===== config.mk =====
export PLATFORM = sky130hd
export DESIGN_NAME = mem_access_unit_flat
export DESIGN_NICKNAME = d
export VERILOG_FILES = /design/src/rtl/mem_access_unit_if.sv /design/src/rtl/mem_access_unit.sv /design/src/flat_wrapper.sv
export SDC_FILE = /design/constraint.sdc
export NUM_CORES = 1
export LEC_CHECK = 0
export CAP_MARGIN = 40
export CORE_MARGIN = 2
export CORE_UTILIZATION = 40
export DETAILED_ROUTE_END_ITERATION = 12
export PLACE_DENSITY = 0.71
export SYNTH_ARGS = -nofsm -noshare
export SYNTH_HDL_FRONTEND = slang
export SYNTH_SLANG_ARGS = --single-unit

===== constraint.sdc =====
create_clock -name clk -period 5 [get_ports clk]
set_input_delay 1.5 -clock clk [delete_from_list [all_inputs] [get_ports clk]]
set_output_delay 1.5 -clock clk [all_outputs]
set_load 0.005 [all_outputs]

===== src/rtl/mem_access_unit_if.sv =====
// EX/MEM/WB and data-memory signals of the MEM-stage access unit.
// The slave modport is the unit itself; the master modport is its environment.
interface mem_access_unit_if #(
  parameter int DATA_W = 32,
  parameter int REG_W  = 5,
  parameter int TNEW_W = 4
);
  logic                in_valid;
  logic                in_ready;
  logic [3:0]          in_op;
  logic [DATA_W-1:0]   in_addr;
  logic [DATA_W-1:0]   in_wdata;
  logic [DATA_W-1:0]   in_pc;
  logic [REG_W-1:0]    in_dst;
  logic [DATA_W-1:0]   in_res;
  logic                in_we;
  logic [TNEW_W-1:0]   in_tnew;

  logic                mem_req;
  logic                mem_we;
  logic [DATA_W/8-1:0] mem_be;
  logic [DATA_W-1:0]   mem_addr;
  logic [DATA_W-1:0]   mem_wdata;
  logic [DATA_W-1:0]   mem_rdata;
  logic                mem_ack;

  logic                out_valid;
  logic                out_ready;
  logic [DATA_W-1:0]   out_wd;
  logic [REG_W-1:0]    out_dst;
  logic                out_we;
  logic [TNEW_W-1:0]   out_tnew;
  logic [DATA_W-1:0]   out_pc;
  logic [1:0]          out_err;

  modport slave (
    input  in_valid, in_op, in_addr, in_wdata, in_pc, in_dst, in_res, in_we, in_tnew,
    input  mem_rdata, mem_ack, out_ready,
    output in_ready, mem_req, mem_we, mem_be, mem_addr, mem_wdata,
    output out_valid, out_wd, out_dst, out_we, out_tnew, out_pc, out_err
  );

  modport master (
    output in_valid, in_op, in_addr, in_wdata, in_pc, in_dst, in_res, in_we, in_tnew,
    output mem_rdata, mem_ack, out_ready,
    input  in_ready, mem_req, mem_we, mem_be, mem_addr, mem_wdata,
    input  out_valid, out_wd, out_dst, out_we, out_tnew, out_pc, out_err
  );
endinterface


===== src/rtl/mem_access_unit.sv =====
// MEM-stage engine: decodes load/store width, runs a req/ack data-memory access
// with timeout, stalls EX while busy and registers the result toward WB.
//
// state  | meaning
// S_IDLE | no access outstanding; may accept from EX when the WB slot is free
// S_BUSY | memory request held until mem_ack or wait-timer terminal count
module mem_access_unit #(
  parameter int DATA_W   = 32,
  parameter int REG_W    = 5,
  parameter int TNEW_W   = 4,
  parameter int MAX_WAIT = 15
) (
  input logic                clk,
  input logic                reset,
  mem_access_unit_if.slave   io_bus
);
  localparam int NB    = DATA_W / 8;
  localparam int CNT_W = (MAX_WAIT > 1) ? $clog2(MAX_WAIT) : 1;
  localparam bit TO_EN = (MAX_WAIT != 0);
  localparam logic [CNT_W-1:0] CNT_INIT = (MAX_WAIT > 0) ? CNT_W'(MAX_WAIT - 1) : '0;

  localparam logic [0:0] S_IDLE = 1'b0;
  localparam logic [0:0] S_BUSY = 1'b1;

  localparam logic [3:0] OP_LW  = 4'd1;
  localparam logic [3:0] OP_LH  = 4'd2;
  localparam logic [3:0] OP_LHU = 4'd3;
  localparam logic [3:0] OP_LB  = 4'd4;
  localparam logic [3:0] OP_LBU = 4'd5;
  localparam logic [3:0] OP_SW  = 4'd6;
  localparam logic [3:0] OP_SH  = 4'd7;
  localparam logic [3:0] OP_SB  = 4'd8;

  logic [0:0]        r_state;
  logic              r_req;
  logic              r_mem_we;
  logic [NB-1:0]     r_mem_be;
  logic [DATA_W-1:0] r_mem_addr;
  logic [DATA_W-1:0] r_mem_wdata;
  logic [3:0]        r_op;
  logic [1:0]        r_lo;
  logic [REG_W-1:0]  r_dst;
  logic [DATA_W-1:0] r_pc;
  logic [TNEW_W-1:0] r_tnew;
  logic [CNT_W-1:0]  r_cnt;

  logic              r_out_valid;
  logic [DATA_W-1:0] r_out_wd;
  logic [REG_W-1:0]  r_out_dst;
  logic              r_out_we;
  logic [TNEW_W-1:0] r_out_tnew;
  logic [DATA_W-1:0] r_out_pc;
  logic [1:0]        r_out_err;

  logic              w_is_word;
  logic              w_is_half;
  logic              w_is_byte;
  logic              w_is_store;
  logic              w_is_mem;
  logic              w_misal;
  logic              w_out_free;
  logic              w_in_ready;
  logic              w_accept;
  logic              w_start;
  logic              w_load_direct;
  logic              w_done;
  logic              w_timeout;
  logic              w_r_is_load;
  logic [TNEW_W-1:0] w_tnew_dec;
  logic [NB-1:0]     w_be;
  logic [DATA_W-1:0] w_wdata;
  logic [15:0]       w_lane_h;
  logic [7:0]        w_lane_b;
  logic [DATA_W-1:0] w_ld;

  assign w_is_word  = (io_bus.in_op == OP_LW) || (io_bus.in_op == OP_SW);
  assign w_is_half  = (io_bus.in_op == OP_LH) || (io_bus.in_op == OP_LHU) || (io_bus.in_op == OP_SH);
  assign w_is_byte  = (io_bus.in_op == OP_LB) || (io_bus.in_op == OP_LBU) || (io_bus.in_op == OP_SB);
  assign w_is_store = (io_bus.in_op == OP_SW) || (io_bus.in_op == OP_SH) || (io_bus.in_op == OP_SB);
  assign w_is_mem   = w_is_word || w_is_half || w_is_byte;
  assign w_misal    = (w_is_word && (io_bus.in_addr[1:0] != 2'b00)) ||
                      (w_is_half && io_bus.in_addr[0]);

  assign w_out_free    = !r_out_valid || io_bus.out_ready;
  assign w_in_ready    = (r_state == S_IDLE) && w_out_free;
  assign w_accept      = io_bus.in_valid && w_in_ready;
  assign w_start       = w_accept && w_is_mem && !w_misal;
  assign w_load_direct = w_accept && (!w_is_mem || w_misal);
  assign w_done        = (r_state == S_BUSY) && io_bus.mem_ack;
  // ack in the terminal-count cycle still wins over the timeout
  assign w_timeout     = TO_EN && (r_state == S_BUSY) && !io_bus.mem_ack && (r_cnt == '0);
  assign w_r_is_load   = (r_op == OP_LW) || (r_op == OP_LH) || (r_op == OP_LHU) ||
                         (r_op == OP_LB) || (r_op == OP_LBU);

  assign w_tnew_dec = (io_bus.in_tnew == '0) ? '0 : io_bus.in_tnew - TNEW_W'(1);

  always_comb begin
    w_be    = '0;
    w_wdata = io_bus.in_wdata;
    if (w_is_word) begin
      w_be = '1;
    end else if (w_is_half) begin
      w_be    = NB'(2'b11) << {io_bus.in_addr[1], 1'b0};
      w_wdata = {(DATA_W/16){io_bus.in_wdata[15:0]}};
    end else if (w_is_byte) begin
      w_be    = NB'(1) << io_bus.in_addr[1:0];
      w_wdata = {NB{io_bus.in_wdata[7:0]}};
    end
  end

  assign w_lane_h = r_lo[1] ? io_bus.mem_rdata[31:16] : io_bus.mem_rdata[15:0];

  always_comb begin
    w_lane_b = 8'h00;
    case (r_lo)
      2'd0:    w_lane_b = io_bus.mem_rdata[7:0];
      2'd1:    w_lane_b = io_bus.mem_rdata[15:8];
      2'd2:    w_lane_b = io_bus.mem_rdata[23:16];
      default: w_lane_b = io_bus.mem_rdata[31:24];
    endcase
  end

  always_comb begin
    w_ld = '0;
    case (r_op)
      OP_LW:   w_ld = io_bus.mem_rdata;
      OP_LH:   w_ld = {{(DATA_W-16){w_lane_h[15]}}, w_lane_h};
      OP_LHU:  w_ld = {{(DATA_W-16){1'b0}}, w_lane_h};
      OP_LB:   w_ld = {{(DATA_W-8){w_lane_b[7]}}, w_lane_b};
      OP_LBU:  w_ld = {{(DATA_W-8){1'b0}}, w_lane_b};
      default: w_ld = '0;
    endcase
  end

  always_ff @(posedge clk or negedge reset) begin
    if (!reset) begin
      r_state     <= S_IDLE;
      r_req       <= 1'b0;
      r_mem_we    <= 1'b0;
      r_mem_be    <= '0;
      r_mem_addr  <= '0;
      r_mem_wdata <= '0;
      r_op        <= 4'd0;
      r_lo        <= 2'd0;
      r_dst       <= '0;
      r_pc        <= '0;
      r_tnew      <= '0;
      r_cnt       <= '0;
    end else begin
      case (r_state)
        S_IDLE: begin
          if (w_start) begin
            r_state     <= S_BUSY;
            r_req       <= 1'b1;
            r_mem_we    <= w_is_store;
            r_mem_be    <= w_be;
            r_mem_addr  <= {io_bus.in_addr[DATA_W-1:2], 2'b00};
            r_mem_wdata <= w_wdata;
            r_op        <= io_bus.in_op;
            r_lo        <= io_bus.in_addr[1:0];
            r_dst       <= io_bus.in_dst;
            r_pc        <= io_bus.in_pc;
            r_tnew      <= w_tnew_dec;
            r_cnt       <= CNT_INIT;
          end
        end
        S_BUSY: begin
          if (w_done || w_timeout) begin
            r_state <= S_IDLE;
            r_req   <= 1'b0;
          end else if (TO_EN) begin
            r_cnt <= r_cnt - CNT_W'(1);
          end
        end
        default: begin
          r_state <= S_IDLE;
          r_req   <= 1'b0;
        end
      endcase
    end
  end

  // WB slot: loads on any new result, otherwise drains when WB takes it
  always_ff @(posedge clk or negedge reset) begin
    if (!reset) begin
      r_out_valid <= 1'b0;
      r_out_wd    <= '0;
      r_out_dst   <= '0;
      r_out_we    <= 1'b0;
      r_out_tnew  <= '0;
      r_out_pc    <= '0;
      r_out_err   <= 2'd0;
    end else if (w_load_direct) begin
      r_out_valid <= 1'b1;
      r_out_dst   <= io_bus.in_dst;
      r_out_tnew  <= w_tnew_dec;
      r_out_pc    <= io_bus.in_pc;
      r_out_wd    <= w_misal ? '0 : io_bus.in_res;
      r_out_we    <= w_misal ? 1'b0 : io_bus.in_we;
      r_out_err   <= w_misal ? 2'd1 : 2'd0;
    end else if (w_done || w_timeout) begin
      r_out_valid <= 1'b1;
      r_out_dst   <= r_dst;
      r_out_tnew  <= r_tnew;
      r_out_pc    <= r_pc;
      r_out_wd    <= w_done ? w_ld : '0;
      r_out_we    <= w_done && w_r_is_load;
      r_out_err   <= w_done ? 2'd0 : 2'd2;
    end else if (io_bus.out_ready) begin
      r_out_valid <= 1'b0;
    end
  end

  assign io_bus.in_ready  = w_in_ready;
  assign io_bus.mem_req   = r_req;
  assign io_bus.mem_we    = r_mem_we;
  assign io_bus.mem_be    = r_mem_be;
  assign io_bus.mem_addr  = r_mem_addr;
  assign io_bus.mem_wdata = r_mem_wdata;
  assign io_bus.out_valid = r_out_valid;
  assign io_bus.out_wd    = r_out_wd;
  assign io_bus.out_dst   = r_out_dst;
  assign io_bus.out_we    = r_out_we;
  assign io_bus.out_tnew  = r_out_tnew;
  assign io_bus.out_pc    = r_out_pc;
  assign io_bus.out_err   = r_out_err;
endmodule


===== src/flat_wrapper.sv =====
// flat-port wrapper written by rule: the top's interface ports become plain ports
module mem_access_unit_flat 
#(
  parameter int DATA_W   = 32,
  parameter int REG_W    = 5,
  parameter int TNEW_W   = 4,
  parameter int MAX_WAIT = 15
)
  (clk, reset, io_bus_in_valid, io_bus_in_op, io_bus_in_addr, io_bus_in_wdata, io_bus_in_pc, io_bus_in_dst, io_bus_in_res, io_bus_in_we, io_bus_in_tnew, io_bus_mem_rdata, io_bus_mem_ack, io_bus_out_ready, io_bus_in_ready, io_bus_mem_req, io_bus_mem_we, io_bus_mem_be, io_bus_mem_addr, io_bus_mem_wdata, io_bus_out_valid, io_bus_out_wd, io_bus_out_dst, io_bus_out_we, io_bus_out_tnew, io_bus_out_pc, io_bus_out_err);
  mem_access_unit_if #(.DATA_W(DATA_W), .REG_W(REG_W), .TNEW_W(TNEW_W)) io_bus_i ();
  input logic clk;
  input logic reset;
  input wire logic [$bits(io_bus_i.in_valid)-1:0] io_bus_in_valid;
  input wire logic [$bits(io_bus_i.in_op)-1:0] io_bus_in_op;
  input wire logic [$bits(io_bus_i.in_addr)-1:0] io_bus_in_addr;
  input wire logic [$bits(io_bus_i.in_wdata)-1:0] io_bus_in_wdata;
  input wire logic [$bits(io_bus_i.in_pc)-1:0] io_bus_in_pc;
  input wire logic [$bits(io_bus_i.in_dst)-1:0] io_bus_in_dst;
  input wire logic [$bits(io_bus_i.in_res)-1:0] io_bus_in_res;
  input wire logic [$bits(io_bus_i.in_we)-1:0] io_bus_in_we;
  input wire logic [$bits(io_bus_i.in_tnew)-1:0] io_bus_in_tnew;
  input wire logic [$bits(io_bus_i.mem_rdata)-1:0] io_bus_mem_rdata;
  input wire logic [$bits(io_bus_i.mem_ack)-1:0] io_bus_mem_ack;
  input wire logic [$bits(io_bus_i.out_ready)-1:0] io_bus_out_ready;
  output wire logic [$bits(io_bus_i.in_ready)-1:0] io_bus_in_ready;
  output wire logic [$bits(io_bus_i.mem_req)-1:0] io_bus_mem_req;
  output wire logic [$bits(io_bus_i.mem_we)-1:0] io_bus_mem_we;
  output wire logic [$bits(io_bus_i.mem_be)-1:0] io_bus_mem_be;
  output wire logic [$bits(io_bus_i.mem_addr)-1:0] io_bus_mem_addr;
  output wire logic [$bits(io_bus_i.mem_wdata)-1:0] io_bus_mem_wdata;
  output wire logic [$bits(io_bus_i.out_valid)-1:0] io_bus_out_valid;
  output wire logic [$bits(io_bus_i.out_wd)-1:0] io_bus_out_wd;
  output wire logic [$bits(io_bus_i.out_dst)-1:0] io_bus_out_dst;
  output wire logic [$bits(io_bus_i.out_we)-1:0] io_bus_out_we;
  output wire logic [$bits(io_bus_i.out_tnew)-1:0] io_bus_out_tnew;
  output wire logic [$bits(io_bus_i.out_pc)-1:0] io_bus_out_pc;
  output wire logic [$bits(io_bus_i.out_err)-1:0] io_bus_out_err;
  assign io_bus_i.in_valid = io_bus_in_valid;
  assign io_bus_i.in_op = io_bus_in_op;
  assign io_bus_i.in_addr = io_bus_in_addr;
  assign io_bus_i.in_wdata = io_bus_in_wdata;
  assign io_bus_i.in_pc = io_bus_in_pc;
  assign io_bus_i.in_dst = io_bus_in_dst;
  assign io_bus_i.in_res = io_bus_in_res;
  assign io_bus_i.in_we = io_bus_in_we;
  assign io_bus_i.in_tnew = io_bus_in_tnew;
  assign io_bus_i.mem_rdata = io_bus_mem_rdata;
  assign io_bus_i.mem_ack = io_bus_mem_ack;
  assign io_bus_i.out_ready = io_bus_out_ready;
  assign io_bus_in_ready = io_bus_i.in_ready;
  assign io_bus_mem_req = io_bus_i.mem_req;
  assign io_bus_mem_we = io_bus_i.mem_we;
  assign io_bus_mem_be = io_bus_i.mem_be;
  assign io_bus_mem_addr = io_bus_i.mem_addr;
  assign io_bus_mem_wdata = io_bus_i.mem_wdata;
  assign io_bus_out_valid = io_bus_i.out_valid;
  assign io_bus_out_wd = io_bus_i.out_wd;
  assign io_bus_out_dst = io_bus_i.out_dst;
  assign io_bus_out_we = io_bus_i.out_we;
  assign io_bus_out_tnew = io_bus_i.out_tnew;
  assign io_bus_out_pc = io_bus_i.out_pc;
  assign io_bus_out_err = io_bus_i.out_err;
  mem_access_unit #(.DATA_W(DATA_W), .REG_W(REG_W), .TNEW_W(TNEW_W), .MAX_WAIT(MAX_WAIT)) u_core (.clk(clk), .reset(reset), .io_bus(io_bus_i));
endmodule

==> results.md <==
* Status: finished, final reports clean
* Final min period at 4320 ps
* Main area contributors after synthesis: dfrtp_1 49%, mux2_2 6.7%, a31oi_1 4.9%, a211oi_1 4.8%, o21ai_0 4.7%
* Buffer depth of the longest clock path at 2
* FMAX at about 230 MHz
* Internal power at slightly above 0.005 W
* Leading area contributor after synthesis: dfrtp_1
* Fill count at roughly 2100
* Post-Syn Area at 10000 sq um
* Top Ports at between 300 and 400
* PD cells at around 560 nW/um^2
* Drt pass-1 iters at 6
* # setup viols final at 0
* Post-Synthesis Cells at roughly 930
* Chip height at about 160 microns
* Area Growth Syn to Fin at 40.3%
* Synth Area in XOR/XNOR at 0.00175
* Setup Fix Bufs, Post-CTS at 0
* Post-CTS Hold Buffers at 0
* Die width at 162 microns
* Htree depth at 4
* Power share of the clock group at 0.184
* Switch Pwr at 0.00274 W
* Setup TNS at 0 ps
* Worst-path fanout max at 3
* Max_slew headroom at 0.408
* Critical Path Start Type: input pin
* Crit path DAT at between 2000 and 3000 ps
* First-pass GRT wire length at 48500 microns
* Critical path class: in2out
* CTS tree: built
* # nets final at 1377
* CP required at ~3500 ps
* Dpl cells at 1501
* Post-synth EDFFs at 0
* Post-route ant nets at 0
* Synthesized area per cell at between 10 and 15 sq um
* # resized after CTS at 0
* Design area at 14100 sq um
* Initial DRC Count at about 780
* Unrepaired setup endpoints after global routing: false
* Post-synthesis simple-gate area fraction at 0.0852
* Slew @ Worst Pin at between 800 and 900 ps
* Tightest Hold Check Type: reg2reg
* Sw Share at 0.349
* DRC violations left at 0
* Final Hold Fails at 0
* Synth Flop Type: dfrtp_1
* All-Layer GR Usage at 0.234
* Cts bufs inserted at 17
* Fin worst setup slack at 678 ps
* Logic gate share of total power at 0.442
* Initial antenna violation count at 0
* Final Slew Violations at 0
* Vias at just under 9000
* Maximum vdd drop at 0.303 mV
* TritonCTS Sinks at 197
* Post-placement cell area at about 13000 sq um
* Clock-pin slew on the worst setup and hold paths at around 80 ps
* CTS Root Cell: clkbuf_16
* Synth warnings at 0
* Post-synthesis mux area share at 0.138
* Initial core utilization at 0.410
* Synth cell types at between 60 and 70
* GP Congestion at 0.877
* Vias per cell at roughly 5.8
* Largest net degree at the start of global routing at 77
* Commonest non-fill, non-tap cell in the layout: clkdlybuf4s50_1
* Seq pwr share at 0.373
* Dpl ws at ~670 ps
* IO Port Bufs at 324
* Core area at 24500 sq um
* Die area at about 26000 sq um
* Clock Skew at about 13 ps
* Number of global-route vias before repair at approximately 8800
* Total grt overflow at 0
* Area share of the leading cell type in the synthesized netlist at 0.492
* #FFs+latches synth at just under 200
* Share of synthesized registers carrying an async set or reset at 1.00
* Main combinational cell family by area after synthesis: compound AO/OA/AOI/OAI gates
* Crit end category: output pin
* Final Non-Filler Cells at about 1500
* Ratio of cells with drive above 1 in the final layout at 0.126
* Detailed-placement wirelength estimate at ~21000 microns
* Routed len/inst at between 20 and 25 microns
* Register area share after synthesis at 0.492
* Leakage at ~5.4 nW
* Clock latency at the later pin of the worst-skew pair at around 440 ps
* Fin crit share at 0.864
* Number of inserted diodes at 0
* Area share of fa/ha/maj cells after synthesis at 0.00362
* Compound-Gate Fraction of Synth Area at 0.224
* # rows at between 50 and 60
* Max-cap violations at 0
* Wirelength, routed at slightly above 30000 microns
* Commonest non-fill, non-tap cells in the layout: 323 x clkdlybuf4s50_1, 197 x dfrtp_1, 95 x o21ai_0
[sequential cells by signal (all words and copies together) (netlist names), 2 cells and up]
register	flops
u_core.r_lo	2
u_core.io_bus.mem_addr	30
u_core.r_dst	5
u_core.r_tnew	4
u_core.r_op	4
u_core.io_bus.mem_be	4
u_core.io_bus.out_err	2
u_core.io_bus.out_dst	5
u_core.io_bus.mem_wdata	32
u_core.r_pc	32
u_core.io_bus.out_pc	32
u_core.r_cnt	4
u_core.io_bus.out_wd	32
u_core.io_bus.out_tnew	4
[logic make-up after synthesis]
group / after synthesis
adder cells (fa/ha/maj): 3
XOR/XNOR: 2
buffers and inverters: 110
multiplexers: 117
flip-flops: 197
AND/OR/NAND/NOR: 164
AO/OA/AOI/OAI: 334
other: 1
[cell type report]
class	count	area [sq um]	area share
inverter	9	33.8	0.00240
multi-input combinational	622	4580	0.326
clock buffer	17	425	0.0303
timing repair buffer	349	3480	0.247
tap	324	405	0.0288
clock inverter	15	204	0.0145
sequential	197	4930	0.351
[synth_stat cells, types with 6 or more instances]
| library cell | count |
|---|---|
| nor2_1 | 11 |
| nand2_1 | 54 |
| nand4_1 | 17 |
| inv_1 | 9 |
| a221o_1 | 18 |
| mux2_2 | 60 |
| a22oi_1 | 19 |
| a21oi_1 | 17 |
| clkbuf_1 | 52 |
| nand3_1 | 41 |
| mux2_4 | 9 |
| mux2i_1 | 19 |
| o32a_1 | 7 |
| nand2b_1 | 7 |
| a211oi_1 | 64 |
| buf_2 | 29 |
| dfrtp_1 | 197 |
| buf_4 | 11 |
| o21ai_0 | 95 |
| mux2_1 | 24 |
| buf_6 | 8 |
| a31oi_1 | 79 |
| nor3_1 | 6 |
[critical path: stages]
cell	delay (ps)
clkdlybuf4s50_1	450
inv_1	50
a21oi_1	260
clkdlybuf4s50_1	560
[final timing paths]
path	startpoint	endpoint	slack [ps]	depth (start not counted)
worst max-delay path	io_bus_out_ready	io_bus_in_ready	680	4
worst min-delay path	u_core.r_pc[4]	u_core.r_pc[4]	490	1
worst max register to register	u_core.r_cnt[0]	u_core.io_bus.out_pc[18]	2480	7
worst min register to register	u_core.r_pc[4]	u_core.r_pc[4]	490	1
max in group asynchronous	reset	u_core.io_bus.out_pc[4]	3220	2
min in group asynchronous	reset	u_core.io_bus.out_dst[0]	1000	1
[power by group through the flow]
stage | clock [W] | sequential [W] | combinational (W)
2_1_floorplan | 0 | 0.00282 | 0.00173
3_3_place_gp | 0 | 0.00292 | 0.00342
3_5_place_dp | 0 | 0.00295 | 0.00348
4_1_cts | 0.00148 | 0.00293 | 0.00349
5_1_grt | 0.00155 | 0.00303 | 0.00377
6_report | 0.00144 | 0.00292 | 0.00347
[routing by layer]
metal | vias up | GRT usage | share of wire
met1 | 4330 | 0.296 | 0.41
met5 | - | 0 | 0
met2 | 382 | 0.381 | 0.47
met4 | 0 | 0.0873 | 0.027
li1 | 4093 | - | -
met3 | 61 | 0.0684 | 0.084
[stage by stage]
step	utilization	total power [W]	hold slack [ps]
final	0.575	0.00783	488
after global routing	0.575	0.00835	502
after CTS	0.575	0.00791	494
after detailed placement	0.549	0.00643	475
after global placement	0.547	0.00634	467
after floorplan	-	0.00455	458
Power figures use the tool's default switching activity.
